===== src/rtl/uart_cmd_updown_counter.sv =====
// rtl/uart_cmd_updown_counter.sv - UART/button controlled up/down counter with ASCII hex status report
module uart_cmd_updown_counter #(
  parameter int CNT_W      = 14,
  parameter int MAX_VAL    = 9999,
  parameter int PRESCALE   = 10_000_000,
  parameter int HEX_DIGITS = 4
) (
  input  logic             clk,
  input  logic             reset,
  input  logic [2:0]       btn,
  input  logic [7:0]       rx_data,
  input  logic             rx_done,
  input  logic             tx_busy,
  output logic [7:0]       tx_data,
  output logic             tx_start,
  output logic [CNT_W-1:0] count,
  output logic             mode,
  output logic             run,
  output logic [1:0]       led_mode,
  output logic [1:0]       led_run_stop,
  output logic             report_drop
);

  localparam int PS_W  = $clog2(PRESCALE);
  localparam int SH_W  = HEX_DIGITS * 4;
  localparam int IDX_W = $clog2(HEX_DIGITS + 2);

  localparam logic [PS_W-1:0]  PS_LAST  = PS_W'(PRESCALE - 1);
  localparam logic [CNT_W-1:0] CNT_MAX  = CNT_W'(MAX_VAL);
  localparam logic [IDX_W-1:0] IDX_CR   = IDX_W'(HEX_DIGITS);
  localparam logic [IDX_W-1:0] IDX_LAST = IDX_W'(HEX_DIGITS + 1);

  typedef enum logic [2:0] {
    S_IDLE,
    S_LOAD,
    S_SEND,
    S_WAIT_HI,
    S_WAIT_LO
  } state_t;

  state_t            state_q, state_d;
  logic [PS_W-1:0]   presc;
  logic [IDX_W-1:0]  idx;
  logic [SH_W-1:0]   shadow;
  logic [3:0]        nib;
  logic [7:0]        byte_sel;
  logic              rx_r, rx_c, rx_m, rx_s;
  logic              run_ev, clr_ev, mode_ev, tick;

  // Case-insensitive command decode, only while a received byte is valid
  always_comb begin
    rx_r = 1'b0;
    rx_c = 1'b0;
    rx_m = 1'b0;
    rx_s = 1'b0;
    if (rx_done) begin
      case (rx_data)
        8'h52, 8'h72: rx_r = 1'b1;
        8'h43, 8'h63: rx_c = 1'b1;
        8'h4D, 8'h6D: rx_m = 1'b1;
        8'h53, 8'h73: rx_s = 1'b1;
        default: ;
      endcase
    end
  end

  // A button and a UART command of the same kind in one cycle act as a single event
  assign run_ev  = btn[0] | rx_r;
  assign clr_ev  = btn[1] | rx_c;
  assign mode_ev = btn[2] | rx_m;
  assign tick    = run && (presc == PS_LAST);

  // Prescaler: advances only while running, clear restarts the tick period
  always_ff @(posedge clk) begin
    if (reset) begin
      presc <= '0;
    end else if (clr_ev) begin
      presc <= '0;
    end else if (run) begin
      presc <= tick ? '0 : presc + 1'b1;
    end
  end

  // Counter step uses the mode in force before any same-cycle mode toggle
  always_ff @(posedge clk) begin
    if (reset) begin
      count <= '0;
    end else if (clr_ev) begin
      count <= '0;
    end else if (tick) begin
      if (!mode) begin
        count <= (count == CNT_MAX) ? '0 : count + 1'b1;
      end else begin
        count <= (count == '0) ? CNT_MAX : count - 1'b1;
      end
    end
  end

  // Run/mode toggles and their LED encodings, all registered together
  always_ff @(posedge clk) begin
    if (reset) begin
      run          <= 1'b0;
      mode         <= 1'b0;
      led_mode     <= 2'b01;
      led_run_stop <= 2'b01;
    end else begin
      run          <= run ^ run_ev;
      mode         <= mode ^ mode_ev;
      led_mode     <= (mode ^ mode_ev) ? 2'b10 : 2'b01;
      led_run_stop <= (run ^ run_ev) ? 2'b10 : 2'b01;
    end
  end

  // Select the report byte for the current index: hex digits MSB first, then CR LF
  always_comb begin
    nib = 4'h0;
    for (int i = 0; i < HEX_DIGITS; i++) begin
      if (idx == IDX_W'(i)) begin
        nib = shadow[SH_W-4-4*i +: 4];
      end
    end
    if (idx == IDX_CR) begin
      byte_sel = 8'h0D;
    end else if (idx == IDX_LAST) begin
      byte_sel = 8'h0A;
    end else if (nib < 4'd10) begin
      byte_sel = 8'h30 + {4'h0, nib};
    end else begin
      byte_sel = 8'h37 + {4'h0, nib};
    end
  end

  // Report FSM state register
  always_ff @(posedge clk) begin
    if (reset) begin
      state_q <= S_IDLE;
    end else begin
      state_q <= state_d;
    end
  end

  // Report FSM next state; tx_start is a one-cycle request issued from SEND
  always_comb begin
    state_d  = state_q;
    tx_start = 1'b0;
    case (state_q)
      S_IDLE: begin
        if (rx_s) state_d = S_LOAD;
      end
      S_LOAD: begin
        state_d = S_SEND;
      end
      S_SEND: begin
        if (!tx_busy && !reset) begin
          tx_start = 1'b1;
          state_d  = S_WAIT_HI;
        end
      end
      S_WAIT_HI: begin
        if (tx_busy) state_d = S_WAIT_LO;
      end
      S_WAIT_LO: begin
        if (!tx_busy) state_d = (idx == IDX_LAST) ? S_IDLE : S_LOAD;
      end
      default: state_d = S_IDLE;
    endcase
  end

  // Report datapath: snapshot, byte index, held tx_data and dropped-request pulse
  always_ff @(posedge clk) begin
    if (reset) begin
      shadow      <= '0;
      idx         <= '0;
      tx_data     <= 8'h00;
      report_drop <= 1'b0;
    end else begin
      report_drop <= rx_s && (state_q != S_IDLE);
      if (state_q == S_IDLE && rx_s) begin
        shadow <= SH_W'(count);
        idx    <= '0;
      end
      if (state_q == S_LOAD) begin
        tx_data <= byte_sel;
      end
      if (state_q == S_WAIT_LO && !tx_busy && idx != IDX_LAST) begin
        idx <= idx + 1'b1;
      end
    end
  end

endmodule


===== config.mk =====
export PLATFORM = sky130hd
export DESIGN_NAME = uart_cmd_updown_counter
export DESIGN_NICKNAME = d
export VERILOG_FILES = /design/src/rtl/uart_cmd_updown_counter.sv
export SDC_FILE = /design/constraint.sdc
export NUM_CORES = 1
export LEC_CHECK = 0
export CORE_UTILIZATION = 43
export CTS_CLUSTER_DIAMETER = 200
export DETAILED_ROUTE_END_ITERATION = 16
export PLACE_DENSITY_LB_ADDON = 0.25
export SYNTH_ARGS = -nofsm -noshare
export SYNTH_HDL_FRONTEND = slang
export SYNTH_SLANG_ARGS = --single-unit

===== constraint.sdc =====
create_clock -name clk -period 3.2 [get_ports clk]
set_input_delay 0.32 -clock clk [delete_from_list [all_inputs] [get_ports clk]]
set_output_delay 0.32 -clock clk [all_outputs]
set_load 0.02 [all_outputs]

==> metrics.txt, run 1 <==
status complete, no violations; P per Cell Area 410 mW/mm^2; setup slack at placement 733 ps; core area 0.00885 sq mm; PostCTS Resize Cnt 0; Final Hold Vio Count 0; CTS tree yes; Syn Inst Count 509; Mapped Avg Cell Area 7.84 sq um; crit share post-route 77.0%; total power 1.91 mW; RR Endpoint count[11]; EDFF count, synth 0; register-to-register setup slack 730 ps; Synth Net Count 533; synthesis-stage register bit count 70; CP max FO 10; DR vias/cell 5.94; Std-Cell Rows 34; DR iter-0 viols 258; max_cap viols 0; most common flop cell mapped by yosys dfxtp_1; gp weighted congestion 0.895; Routed WL per cell 15.1 um; RR Startpoint count[0]; required time reported for the critical path endpoint 3400 ps; die width 98.3 um; Vias 3842; Final ANT Viol Nets 0; # nets final 558; dpl hpwl 6890 um; Hold Path Sink tx_data[6]; Total GRT Usage 21.6%; WHS Path Cells 2; standby leakage power 1.58 nW; unique cell type count in the Yosys netlist 63; Final Setup Violations 0; clock root buffer clkbuf_8; clk buf depth 2; CP arrival 2660 ps; Synth-to-Final Area Change 16.9%; First-pass DRT Iterations 7; CTS Hold Bufs 0; TNS Setup 0 ps; Slew Viols, Final 0; count of input and output buffers 42; min-delay worst type reg -> reg; FMAX 0.406 GHz; die height 98.3 um; Remaining DRCs 0; unrepaired setup endpoints after global routing false; min-delay src tx_data[6]; CTS buffer count 9; CP Class reg -> reg; Post CTS Setup Buffer Count 0; vias in the first global route 3759; Skew-Pair Late Insertion Delay 350 ps; I/O pins 45; first-pass GRT wire length 17100 um; Worst Setup End Kind register; element type at the critical path start register; CTS sink count 70; H-tree levels 3; DRT Wirelength 9740 um; Synth Cell Area 0.00399 sq mm; Starting Density 45.1%; maximum vdd ir drop 234 uV; ys async rst share 0%; Final min period 2470 ps; total congestion overflow 0; Worst Tran Pin Value 782 ps; Final WS setup 735 ps; yosys warns 0; Clock Skew 9.38 ps; worst reg-to-reg path cell count 7; normalized max-slew margin 47.4%; ANT cells 0; post-synthesis sequential area ratio 35.1%; Die ar. 0.00967 sq mm; clock slew at reported path FFs 80 ps; share of cells above drive strength 1 5.94%; initial antenna violation count 0; largest net degree at the start of global routing 36
flip-flops by register name (all words and copies together), names as in the netlist:
signal        flops
led_run_stop      1
count            14
idx               3
presc            24
run               1
mode              1
shadow           14
report_drop       1
state_q           3
led_mode          1
tx_data           7
kinds of logic (layout without fill, tap and decap cells):
logic type / after synthesis / count (layout) / share of synthesized area [%]
xor+xnor: 24 / 24 / 5.27
compound gates: 115 / 115 / 18.5
mux: 1 / 1 / 0.251
fa+ha+maj: 9 / 9 / 2.82
other cells: 1 / 1 / 0.0940
flops: 70 / 70 / 35.1
buf+inv: 52 / 82 / 5.71
simple gates: 237 / 237 / 32.2
cell usage in the layout (no fill, tap or decap), types with 12 or more instances in the layout:
| cell type | instances |
|---|---|
| nand4_1 | 12 |
| xnor2_1 | 14 |
| o21ai_0 | 13 |
| nor3_1 | 14 |
| nand3_1 | 21 |
| and3_1 | 15 |
| nand2_1 | 63 |
| dfxtp_1 | 70 |
| clkdlybuf4s50_1 | 42 |
| a21oi_1 | 49 |
| inv_1 | 17 |
| nor2_1 | 42 |
metrics by stage:
stage	utilization, %	cells	hold WS (ps)	instance area (sq um)
after floorplan	-	509	436	3990
after global placement	50.1	631	444	4430
after detailed placement	50.1	631	450	4430
after CTS	52.7	647	462	4660
after global routing	52.7	647	486	4660
final	52.7	647	460	4660
worst max-delay path: stages (launching register included):
cell and delay, ps:
dfxtp_1 420, inv_1 110, ha_1 190, or3b_1 530, o41ai_1 650, o22ai_1 170
a21oi_1 170, nor3_1 70
area by class of cell:
class | count | area (sq um)
Sequential cell | 70 | 1400
Clock buffer | 10 | 138
Clock inverter | 6 | 92.6
Multi-Input combinational cell | 387 | 2360
Tap cell | 108 | 135
Timing Repair Buffer | 49 | 473
Inverter | 17 | 63.8
Fill cell | 849 | 4190
worst max path at each step:
stage | start | end | cells past startpoint
after floorplan | idx[2] | tx_data[6] | 10
after global routing | count[0] | count[11] | 7
after CTS | count[0] | count[11] | 7
after detailed placement | rx_data[1] | idx[2] | 6
after global placement | rx_data[1] | idx[2] | 6
final | count[0] | count[11] | 7
cell usage after synthesis, drive strengths merged (12+ instances only):
library cell  number  area, sq um
clkbuf            25         93.8
dfxtp             70         1400
nand4             12         75.1
nor3              14         70.1
a21oi             49          245
xnor2             14          123
inv               17         63.8
and3              15         93.8
nor2              42          158
nand3             21          105
nand2             64          243
o21ai             15         75.1
report_power, final:
part / internal (mW) / leakage [nW] / switching (mW) / total (mW)
Clock: 0.466 / 0.110 / 0.369 / 0.834
Combinational: 0.0785 / 0.910 / 0.0990 / 0.178
Sequential: 0.887 / 0.565 / 0.0150 / 0.902
metal layers:
metal | vias to the layer above | GRT usage, % | share of wire (%)
met1 | 1827 | 26.9 | 46
met4 | 0 | 8.84 | 1.5
met5 | - | 0 | 0
li1 | 1893 | - | -
met3 | 15 | 5.30 | 5.7
met2 | 107 | 35.8 | 47
(Power assumes the default switching activity.)
==> run 2: changes to the inputs <==
- clock period: 3.2 -> 2.5 ns (I/O delays scaled with it)
==> run 2 against run 1 <==
Compared with the run above:
- critical path depth is 2 higher
- flip-flop and latch count stayed put
- clock skew is 1.8 ps higher
- power is 28% higher
- non-clock buffer count is 18 higher
- setup slack worse by 590 ps
- highest routed layer unchanged
- clock-buffer cell count stayed put
- clock power is 28% higher
- final cell count is 2.8% higher
- combinational power is 35% higher
==> metrics.txt, run 2 (same netlist as run 1, synthesis figures left out) <==
WP buf/inv 0; initial antenna violation count 0; clock root buffer clkbuf_8; Final Setup Violations 0; DR vias/cell 5.85; dpl hpwl 7270 um; grt met3 use 4.51%; commonest cells after routing, fill and taps aside dfxtp_1 (70), nand2_1 (63), a21oi_1 (49); crit share post-route 94.1%; clk buf depth 2; unrepaired setup endpoints after global routing false; CTS sink count 70; DR iter-0 viols 308; CP Cell Sequence ha_1 > ha_1 > or2_1 > a211o_1 > and2_1 > ha_1 > a21o_1 > a211o_1 > a21oi_1; die height 98.3 um; most used cell, CP ha_1; largest net degree at the start of global routing 30; gp weighted congestion 0.920; element type at the critical path start register; vias in the first global route 3705; FMAX 0.425 GHz; Skew-Pair Late Insertion Delay 350 ps; commonest non-fill, non-tap cell in the layout dfxtp_1; First-pass DRT Iterations 7; Regs by FF count presc x24, count x14, shadow x14; die width 98.3 um; count of input and output buffers 42; share of cells above drive strength 1 8.98%; total congestion overflow 0; non-filler cells, final 665; status complete, no violations; PostCTS Resize Cnt 0; # nets final 576; Remaining DRCs 0; Cells after DPL 649; normalized max-slew margin 55.9%; CTS buffer count 9; Die ar. 0.00967 sq mm; register area 0.00140 sq mm; Most Used Layer, Global Route met2; Routed WL per cell 15.3 um; CP max FO 5; largest register by flop count presc; max reg flops 24; Synth-to-Final Area Change 20.3%; multi-input logic area 0.00236 sq mm; first-pass GRT wire length 17500 um; H-tree levels 3; P per Cell Area 512 mW/mm^2; maximum vdd ir drop 361 uV; Worst Setup End Kind register; Total GRT Usage 22.1%; CP max stage cell dfxtp_1; delay-heaviest family, CP compound AO/OA/AOI/OAI gates; min-delay worst type reg -> reg; Std-Cell Rows 34; Post CTS Setup Buffer Count 0; met2 usage 38.4%; CP Class reg -> reg; Vias 3891; Starting Density 45.1%; clock slew at reported path FFs 80 ps; Final Hold Vio Count 0; DRT Wirelength 10200 um; M1 GR Usage 27.9%; core area 0.00885 sq mm; Hold Slack 456 ps; required time reported for the critical path endpoint 2790 ps; Final min period 2350 ps; max_cap viols 0; TNS Setup 0 ps; Slew Viols, Final 0; ANT cells 0; Final ANT Viol Nets 0; standby leakage power 1.68 nW; Worst path max stage delay 340 ps; Worst Tran Pin Value 652 ps; I/O pins 45; CTS tree yes; fillcell total 846; CTS Hold Bufs 0; Clock Skew 11.1 ps; CP arrival 2640 ps
[run 2: area by class of cell]
class,count,share of cell area [%]
well taps,108,2.82
multi-input cells,387,49.2
clock inverters,6,1.96
flip-flops and latches,70,29.2
repair buffers,67,12.7
clock buffers,10,2.87
inverters,17,1.33
[run 2: per-layer routing]
metal	vias up	wire, um
li1	1919	-
met1	1800	4500
met2	152	4850
met3	20	674
met4	0	162
met5	-	0
[run 2: stage by stage]
step / power [mW] / setup slack [ps] / util, % / instance area (sq um)
after global placement: 1.41 / 212 / 51.6 / 4570
after floorplan: 1.32 / 252 / - / 3990
after global routing: 2.54 / 8.39 / 54.2 / 4800
after detailed placement: 1.41 / 184 / 51.6 / 4570
after CTS: 2.47 / 160 / 54.2 / 4800
final: 2.46 / 146 / 54.2 / 4800
[run 2: power breakdown]
group	internal, mW	leakage (nW)	switching (mW)
Clock	0.596	0.113	0.470
Sequential	1.13	0.565	0.0154
Combinational	0.107	1.00	0.134
[run 2: final timing paths]
kind | startpoint | end | slack [ps] | depth (start not counted)
hold reg to reg | tx_data[6] | tx_data[6] | 460 | 2
hold / removal | tx_data[6] | tx_data[6] | 460 | 2
setup reg to reg | idx[0] | tx_data[6] | 150 | 9
setup / recovery | idx[0] | tx_data[6] | 150 | 9
[run 2: worst min-delay path: cells and delay by family, from the launching register on]
| kind | cells | cell delay [ps] |
|---|---|---|
| AO/OA/AOI/OAI | 1 | 50 |
| flip-flops | 1 | 310 |
| AND/OR/NAND/NOR | 1 | 50 |
